<file path="src/rtl/calc_display_pkg.sv">
// Shared types and constants for the calculator display stage.
package calc_display_pkg;

    // state | meaning
    // IDLE  | waiting for a rising edge of Done
    // CONV  | double-dabble shifting of the captured result
    typedef enum logic {
        IDLE = 1'b0,
        CONV = 1'b1
    } state_t;

    localparam int         NUM_DIGITS = 4;
    localparam logic [6:0] SEG_BLANK  = 7'b1111111;
    localparam logic [6:0] SEG_DASH   = 7'b0111111;

    // Active-low {g,f,e,d,c,b,a}; b and d are lowercase
    function automatic logic [6:0] glyph(input logic [3:0] nib);
        logic [6:0] s;
        case (nib)
            4'h0: s = 7'b1000000;
            4'h1: s = 7'b1111001;
            4'h2: s = 7'b0100100;
            4'h3: s = 7'b0110000;
            4'h4: s = 7'b0011001;
            4'h5: s = 7'b0010010;
            4'h6: s = 7'b0000010;
            4'h7: s = 7'b1111000;
            4'h8: s = 7'b0000000;
            4'h9: s = 7'b0010000;
            4'hA: s = 7'b0001000;
            4'hB: s = 7'b0000011;
            4'hC: s = 7'b1000110;
            4'hD: s = 7'b0100001;
            4'hE: s = 7'b0000110;
            default: s = 7'b0001110;
        endcase
        return s;
    endfunction

endpackage

</file>
<file path="src/rtl/calc_display_seg7_decode.sv">
// Nibble to active-low 7-segment pattern, with a blanking override.
module seg7_decode
    import calc_display_pkg::*;
(
    input  logic [3:0] nibble,
    input  logic       blank,
    output logic [6:0] seg
);

    always_comb begin
        seg = blank ? SEG_BLANK : glyph(nibble);
    end

endmodule

</file>
<file path="src/rtl/calc_display.sv">
// Captures the calculator result, converts it to BCD and scans a 4-digit display.
// Optional hexadecimal view enabled by defining CALC_DISPLAY_HEX_MODE_EN.
module calc_display
    import calc_display_pkg::*;
#(
    parameter int REFRESH_BITS = 17,
    parameter int CONV_STEPS   = 8
) (
    input  logic       clk,
    input  logic       rst,
    input  logic       Done,
    input  logic [3:0] Out_H,
    input  logic [3:0] Out_L,
`ifdef CALC_DISPLAY_HEX_MODE_EN
    input  logic       hex_sel,
`endif
    output logic       busy,
    output logic [3:0] an,
    output logic [6:0] seg,
    output logic       dp
);

    localparam int STEP_W = $clog2(CONV_STEPS + 1);
    localparam int SH_W   = 12 + CONV_STEPS;

    state_t                  state, state_next;
    logic                    done_q;
    logic                    rise;
    logic [SH_W-1:0]         sh, sh_next, shifted;
    logic [11:0]             adj;
    logic [STEP_W-1:0]       step, step_next;
    logic [11:0]             bcd, bcd_next;
    logic [REFRESH_BITS-1:0] refresh;
    logic [1:0]              sel;
    logic [3:0]              digit_nib;
    logic                    digit_blank;
    logic [6:0]              dec_seg;
    logic [NUM_DIGITS-1:0]   an_r;
    logic [6:0]              seg_r;

    assign rise = Done & ~done_q;

    always_ff @(posedge clk or posedge rst) begin
        if (rst) state <= IDLE;
        else     state <= state_next;
    end

    always_comb begin
        adj = sh[SH_W-1 -: 12];
        for (int i = 0; i < 3; i++) begin
            if (adj[4*i +: 4] >= 4'd5) adj[4*i +: 4] = adj[4*i +: 4] + 4'd3;
        end
        shifted    = {adj, sh[CONV_STEPS-1:0]} << 1;
        state_next = state;
        sh_next    = sh;
        step_next  = step;
        bcd_next   = bcd;
        // A new edge always wins, even mid-conversion
        if (rise) begin
            state_next = CONV;
            sh_next    = SH_W'({Out_H, Out_L});
            step_next  = '0;
        end else if (state == CONV) begin
            sh_next   = shifted;
            step_next = step + 1'b1;
            if (step == STEP_W'(CONV_STEPS - 1)) begin
                bcd_next   = shifted[SH_W-1 -: 12];
                state_next = IDLE;
            end
        end
    end

    always_ff @(posedge clk or posedge rst) begin
        if (rst) begin
            done_q <= 1'b0;
            sh     <= '0;
            step   <= '0;
            bcd    <= '0;
        end else begin
            done_q <= Done;
            sh     <= sh_next;
            step   <= step_next;
            bcd    <= bcd_next;
        end
    end

`ifdef CALC_DISPLAY_HEX_MODE_EN
    logic [7:0] cap;

    always_ff @(posedge clk or posedge rst) begin
        if (rst)       cap <= '0;
        else if (rise) cap <= {Out_H, Out_L};
    end
`endif

    assign sel = refresh[REFRESH_BITS-1 -: 2];

    always_comb begin
        digit_nib   = bcd[3:0];
        digit_blank = 1'b0;
        case (sel)
            2'd0: begin
                digit_nib   = bcd[3:0];
                digit_blank = 1'b0;
            end
            2'd1: begin
                digit_nib   = bcd[7:4];
                digit_blank = (bcd[11:8] == 4'd0) && (bcd[7:4] == 4'd0);
            end
            2'd2: begin
                digit_nib   = bcd[11:8];
                digit_blank = (bcd[11:8] == 4'd0);
            end
            default: digit_blank = 1'b1;
        endcase
`ifdef CALC_DISPLAY_HEX_MODE_EN
        if (hex_sel) begin
            case (sel)
                2'd0: begin
                    digit_nib   = cap[3:0];
                    digit_blank = 1'b0;
                end
                2'd1: begin
                    digit_nib   = cap[7:4];
                    digit_blank = 1'b0;
                end
                default: digit_blank = 1'b1;
            endcase
        end
`endif
    end

    seg7_decode u_dec (
        .nibble (digit_nib),
        .blank  (digit_blank),
        .seg    (dec_seg)
    );

    // an and seg both register off the same sel so they change together
    always_ff @(posedge clk or posedge rst) begin
        if (rst) begin
            refresh <= '0;
            an_r    <= '1;
            seg_r   <= SEG_BLANK;
        end else begin
            refresh <= refresh + 1'b1;
            an_r    <= ~(NUM_DIGITS'(1) << sel);
            seg_r   <= dec_seg;
        end
    end

    assign busy = (state == CONV);
    assign an   = an_r;
    assign seg  = seg_r;
    assign dp   = 1'b1;

endmodule

</file>
<file path="config.mk">
export PLATFORM = sky130hd
export DESIGN_NAME = calc_display
export DESIGN_NICKNAME = d
export VERILOG_FILES = /design/src/rtl/calc_display_pkg.sv /design/src/rtl/calc_display_seg7_decode.sv /design/src/rtl/calc_display.sv
export SDC_FILE = /design/constraint.sdc
export NUM_CORES = 1
export LEC_CHECK = 0
export ABC_AREA = 1
export CORE_MARGIN = 4
export CORE_UTILIZATION = 58
export DETAILED_ROUTE_END_ITERATION = 8
export PLACE_DENSITY_LB_ADDON = 0.3
export SLEW_MARGIN = 5
export SYNTH_ARGS = -nofsm -noshare
export SYNTH_HDL_FRONTEND = slang
export SYNTH_SLANG_ARGS = --single-unit
</file>
<file path="constraint.sdc">
create_clock -name clk -period 2.45 [get_ports clk]
set_input_delay 0.245 -clock clk [delete_from_list [all_inputs] [get_ports clk]]
set_output_delay 0.245 -clock clk [all_outputs]
set_load 0.03 [all_outputs]
</file>
* After elaboration in Yosys (flattened, before gate mapping)
Memories as Yosys holds them, arrays and structs flattened. Cells that the tools add are included.
Word-level totals: register bits 66, memory bits (read-only) 112, input bits 11, output and inout bits 13, logic and storage cells 44, memories kept 1
Memories:
- (name not given) | depth 16, width 7, rd ports 1, clocked after memory_dff 0, wr ports 0, RTL line calc_display_pkg.sv:19 | case (nib)
Cells by class: $add $sub $neg 5, order comparisons 3, equality and inequality tests 3, shift-type cells 1, multiplexer cells 13, bitwise gates (word level) 4, reduce and logical (&&, ||, !) cells 6
Operators with widths (count):
- $mux 20 | 2
- $add 17x1->17 const B | 1
- $mux 4 | 4
- $ge 4x3->1 const B | 3
- $add 4x2->4 const B | 2
- $logic_not 4->1 | 2
- $pmux 4 s2 | 1
- $mux 7 | 1
- $add 4x1->4 const B | 1
- $eq 4x3->1 const B | 1
- $not 4->4 | 1
- $shl 1x2->4 const A | 1
- $add 3x2->3 const B | 1
- $mux 1 | 3
- $mux 3 | 1
- $pmux 1 s3 | 1
- $reduce_and 3->1 | 1
- $eq 2x1->1 const B | 1
- $eq 2x2->1 const B | 1
- $logic_not 2->1 | 1
- $not 1->1 | 2
- $reduce_bool 2->1 | 1
- $and 1x1->1 | 1
- $logic_and 1x1->1 | 1

* Logic depth before layout (Yosys ltp)
word-level depth 4, depth in mapped cells 11, gate-level depth less buffers 11

* Hierarchy
From an unflattened synthesis, not the netlist that was laid out.
Second synthesis, totals: cells, all modules 419, area total of the unflattened synthesis 3440.8 µm²
By module, submodules not included:
- calc_display | times used 1, cells an instance 367, area each 3151.8 µm², seq. area each 1665.3 µm²
- seg7_decode | times used 1, cells an instance 52, area each 289.0 µm², seq. area each 0.0 µm²

* Least setup slack after synthesis
OpenSTA, ideal clock, no wires.
kind reg2reg, from register refresh[15], to register seg_r[3] (netlist: seg[3]), library setup time 0.060 ns, data arrival time 1.937 ns, required time 2.390 ns, slack 0.452 ns, cell stages (with the launch flop) 11, path buffers 0, clock period less this slack 1.998 ns, cell sequence dfrtp_1 inv_1 ha_1 inv_1 o21ai_0 ha_1 inv_1 nand3_1 nand3_1 nand2_1 nand2_1
Between the ends: cells in the longest elaborated chain, start to end 4, elaborated cells on any way between the ends 7, classes of those cells 2 x eq/ne; 3 x mux; 1 x reduce/logical; 1 x memory
RTL lines:
- from (decl) | RTL line calc_display.sv:33 | logic [REFRESH_BITS-1:0] refresh;
- from (signal assigned) | RTL line calc_display.sv:146 | refresh <= refresh + 1'b1;
- $eq 2x2->1 / $eq 2x1->1 (equally long branches) | RTL line calc_display.sv:101 | case (sel)
- $pmux 4 s2 | RTL line calc_display.sv:101
- $mem_v2 16x7
- $mux 7 (*) | RTL line calc_display_seg7_decode.sv:11 | seg = blank ? SEG_BLANK : glyph(nibble);
- via dec_seg[3] | RTL line calc_display.sv:37 | logic [6:0] dec_seg;
- to (signal assigned) | RTL line calc_display.sv:148 | seg_r <= dec_seg;
- to (decl) | RTL line calc_display.sv:39 | logic [6:0] seg_r;
Mark *: on every way through the listed nets, which the timed path passes. The rest lies on a longest branch. A chain may end at the register's enable or synchronous reset.

* Final worst setup path
Same ends and word-level chain as after synthesis.

==> results_dict.tcl <==
set metrics [dict create \
    clk_path_buf_depth 2 \
    cts_tree "built" \
    leakagePower_nw 1.90 \
    finalSetupViolations 0 \
    clkLatencyLatePin_ns 0.35 \
    cts_made_buffers 9 \
    tns_ns 0 \
    cts_resized 0 \
    die_h_um 83.8 \
    cts.sinks 66 \
    core_um2 5540 \
    grt_pass1_wl_um 10900 \
    worstPathArrival_ns 2.46 \
    hp-class "in -> async" \
    ctsHoldBuffers 0 \
    yosys-top-cells-area "dfrtp_1 41%, nand2_1 13%, dfstp_2 8.7%, ha_1 7.5%, inv_1 5.6%" \
    skew_ns 0.00471 \
    synthMuxAreaShare_pct 0 \
    diodes 0 \
    wl_per_cell_um 12.3 \
    syn_nets 420 \
    fp.dieW_um 83.8 \
    synthAdderAreaFrac_pct 7.51 \
    r2r_slack_ns 0.28 \
    synth.cell_area_um2 3330 \
    fmax_mhz 460 \
    drtAntennaViolNets 0 \
    status "completed" \
    grtUsageTotal_pct 19.3 \
    hold_violations 0 \
    htree_num_levels 3 \
    synth_top_family_by_area "simple AND/OR/NAND/NOR gates" \
    route.vias.total 2570 \
    layout-drive-gt1-share_pct 8.49 \
    cts_setup_buffers 0 \
    area_growth_pct 15.9 \
    final_nets 451 \
    cp_max_fo 8 \
    crit_type "reg -> reg" \
    grt_setup_unrepaired "no" \
    avgSynthCellArea_um2 8.57 \
    slew_viol_final 0 \
    num_io_pins 24 \
    initial_core_util_pct 60.1 \
    synthXorXnorAreaFrac_pct 4.47 \
    ys_ff_latch 66 \
    dp_hpwl_um 4400 \
    clkSlewWorstSetupHoldPaths_ns 0.07 \
    drt-vias-per-instance 5.18 \
    ys_types 31 \
    num_rows 27 \
    yosys.area.top_type "dfrtp_1" \
    cts_root_buffer "clkbuf_8" \
    cp-start-kind "flip-flop" \
    layout_setup_ws_ns 0.276 \
    dr.first_iter.drc_count 89 \
    first_global_vias 2604 \
    peakVddDrop_mv 0.612 \
    maxCapViolations 0 \
    cp.required_ns 2.73 \
    yosys_warnings 0 \
    pwr_density_cell_nw_per_um2 1070 \
    post-route-period-util_pct 88.7 \
    grt_start_max_net_pins 39 \
    synth_top_area_share_pct 41.3 \
    antenna_found_initial 0 \
    layout_min_cycle_time_ns 2.17 \
    globalplace.congestion 0.880 \
    dr.pass1.iters 4 \
    preCtsSetupSlack_ns 0.297 \
    yosys.area_share.simple_pct 23.9 \
    cp-end-kind "flip-flop" \
    dpl_cell_area_um2 3640 \
    synthCells 389 \
    synth-compound-area-share_pct 6.83 \
    stdcell_area_um2 3860 \
    drc 0 \
    maxSlewHeadroom_pct 61.4 \
    drt-total-wl_um 6100 \
    overflow 0 \
    die-area_um2 7020 \
    port_buffers 22 \
    tightest_slew_ns 0.579 \
    synth_seq_area_share_pct 50.0 \
]
## layout make-up
type                       count  area, um2
inverter                      53        199
clock buffer                  13        159
tap                           72       90.1
timing repair buffer          26        263
sequential                    66       1670
multi-input combinational    264       1430
clock inverter                 2       60.1
fill                         457       1680
## cell families (layout without fill, tap and decap cells)
group	Yosys count	count (layout)
AO/OA/AOI/OAI	40	40
flip-flops	66	66
buffers and inverters	59	94
other	1	1
AND/OR/NAND/NOR	186	186
XOR/XNOR	17	17
adder cells (fa/ha/maj)	20	20
## layer usage
metal	wire length, um	share of wire (%)	global-route usage [%]
met1	2590	42	22.3
met2	3130	51	33.2
met3	258	4.2	4.34
met4	129	2.1	10.5
met5	0	0	0
## final timing paths
path	depth (start not counted)	start	end
min in group clk	1	Done	done_q
max in group asynchronous	3	rst	sh[7]
max reg2reg	10	refresh[15]	seg[3]
min	2	rst	refresh[2]
max	10	refresh[15]	seg[3]
min reg2reg	1	refresh[0]	refresh[0]
## synthesized netlist by cell type (all sizes together)
master  count
nand4       3
o221ai      2
nor2       23
conb        1
or2         2
inv        51
nor3        4
clkinv      2
o211ai      4
ha         20
dfstp      11
o22ai       5
nand2     115
dfrtp      55
buf         6
a21oi       2
o21ai      26
xor2       11
nand3      38
xnor2       6
a22o        1
and2        1
## through the flow
| step | total power, mW | utilization, % | hold WS [ns] | cells |
|---|---|---|---|---|
| 2_1_floorplan | 2.75 | - | 0.276 | 389 |
| 3_3_place_gp | 3.08 | 65.8 | 0.437 | 481 |
| 3_5_place_dp | 3.14 | 65.8 | 0.443 | 481 |
| 4_1_cts | 4.18 | 69.7 | 0.281 | 496 |
| 5_1_grt | 4.47 | 69.7 | 0.337 | 496 |
| 6_report | 4.14 | 69.7 | 0.276 | 496 |
## report_power, final
group          switching [mW]  internal [mW]  leakage, nW
combinational           0.964          0.572        0.970
sequential              0.174           1.42        0.824
clock                   0.386          0.624        0.110
total                    1.52           2.62         1.90
## flip-flops by register name (all words and copies together) (netlist names)
signal / flops
an: 4
bcd: 12
busy: 1
done_q: 1
refresh: 17
seg: 7
sh: 20
step: 4
## worst max-delay path, stage by stage (launching register included)
cell and delay [ns]:
dfrtp_1 0.46, inv_1 0.12, ha_1 0.39, or2_2 0.30, nand2_1 0.18, inv_1 0.11
ha_1 0.23, nand3_1 0.13, nand3_1 0.09, nand2_1 0.07, nand2_1 0.04
## layout by cell type (no fill, tap or decap), types with 5 or more instances in the layout
master,n
clkbuf_8,11
clkdlybuf4s50_1,22
dfrtp_1,55
dfstp_2,11
ha_1,20
inv_1,49
nand2_1,112
nand3_1,37
nor2_1,22
o21ai_0,21
o21ai_1,5
o22ai_1,5
xnor2_1,6
xor2_1,11
No activity file was read; power rests on OpenSTA's default activity.
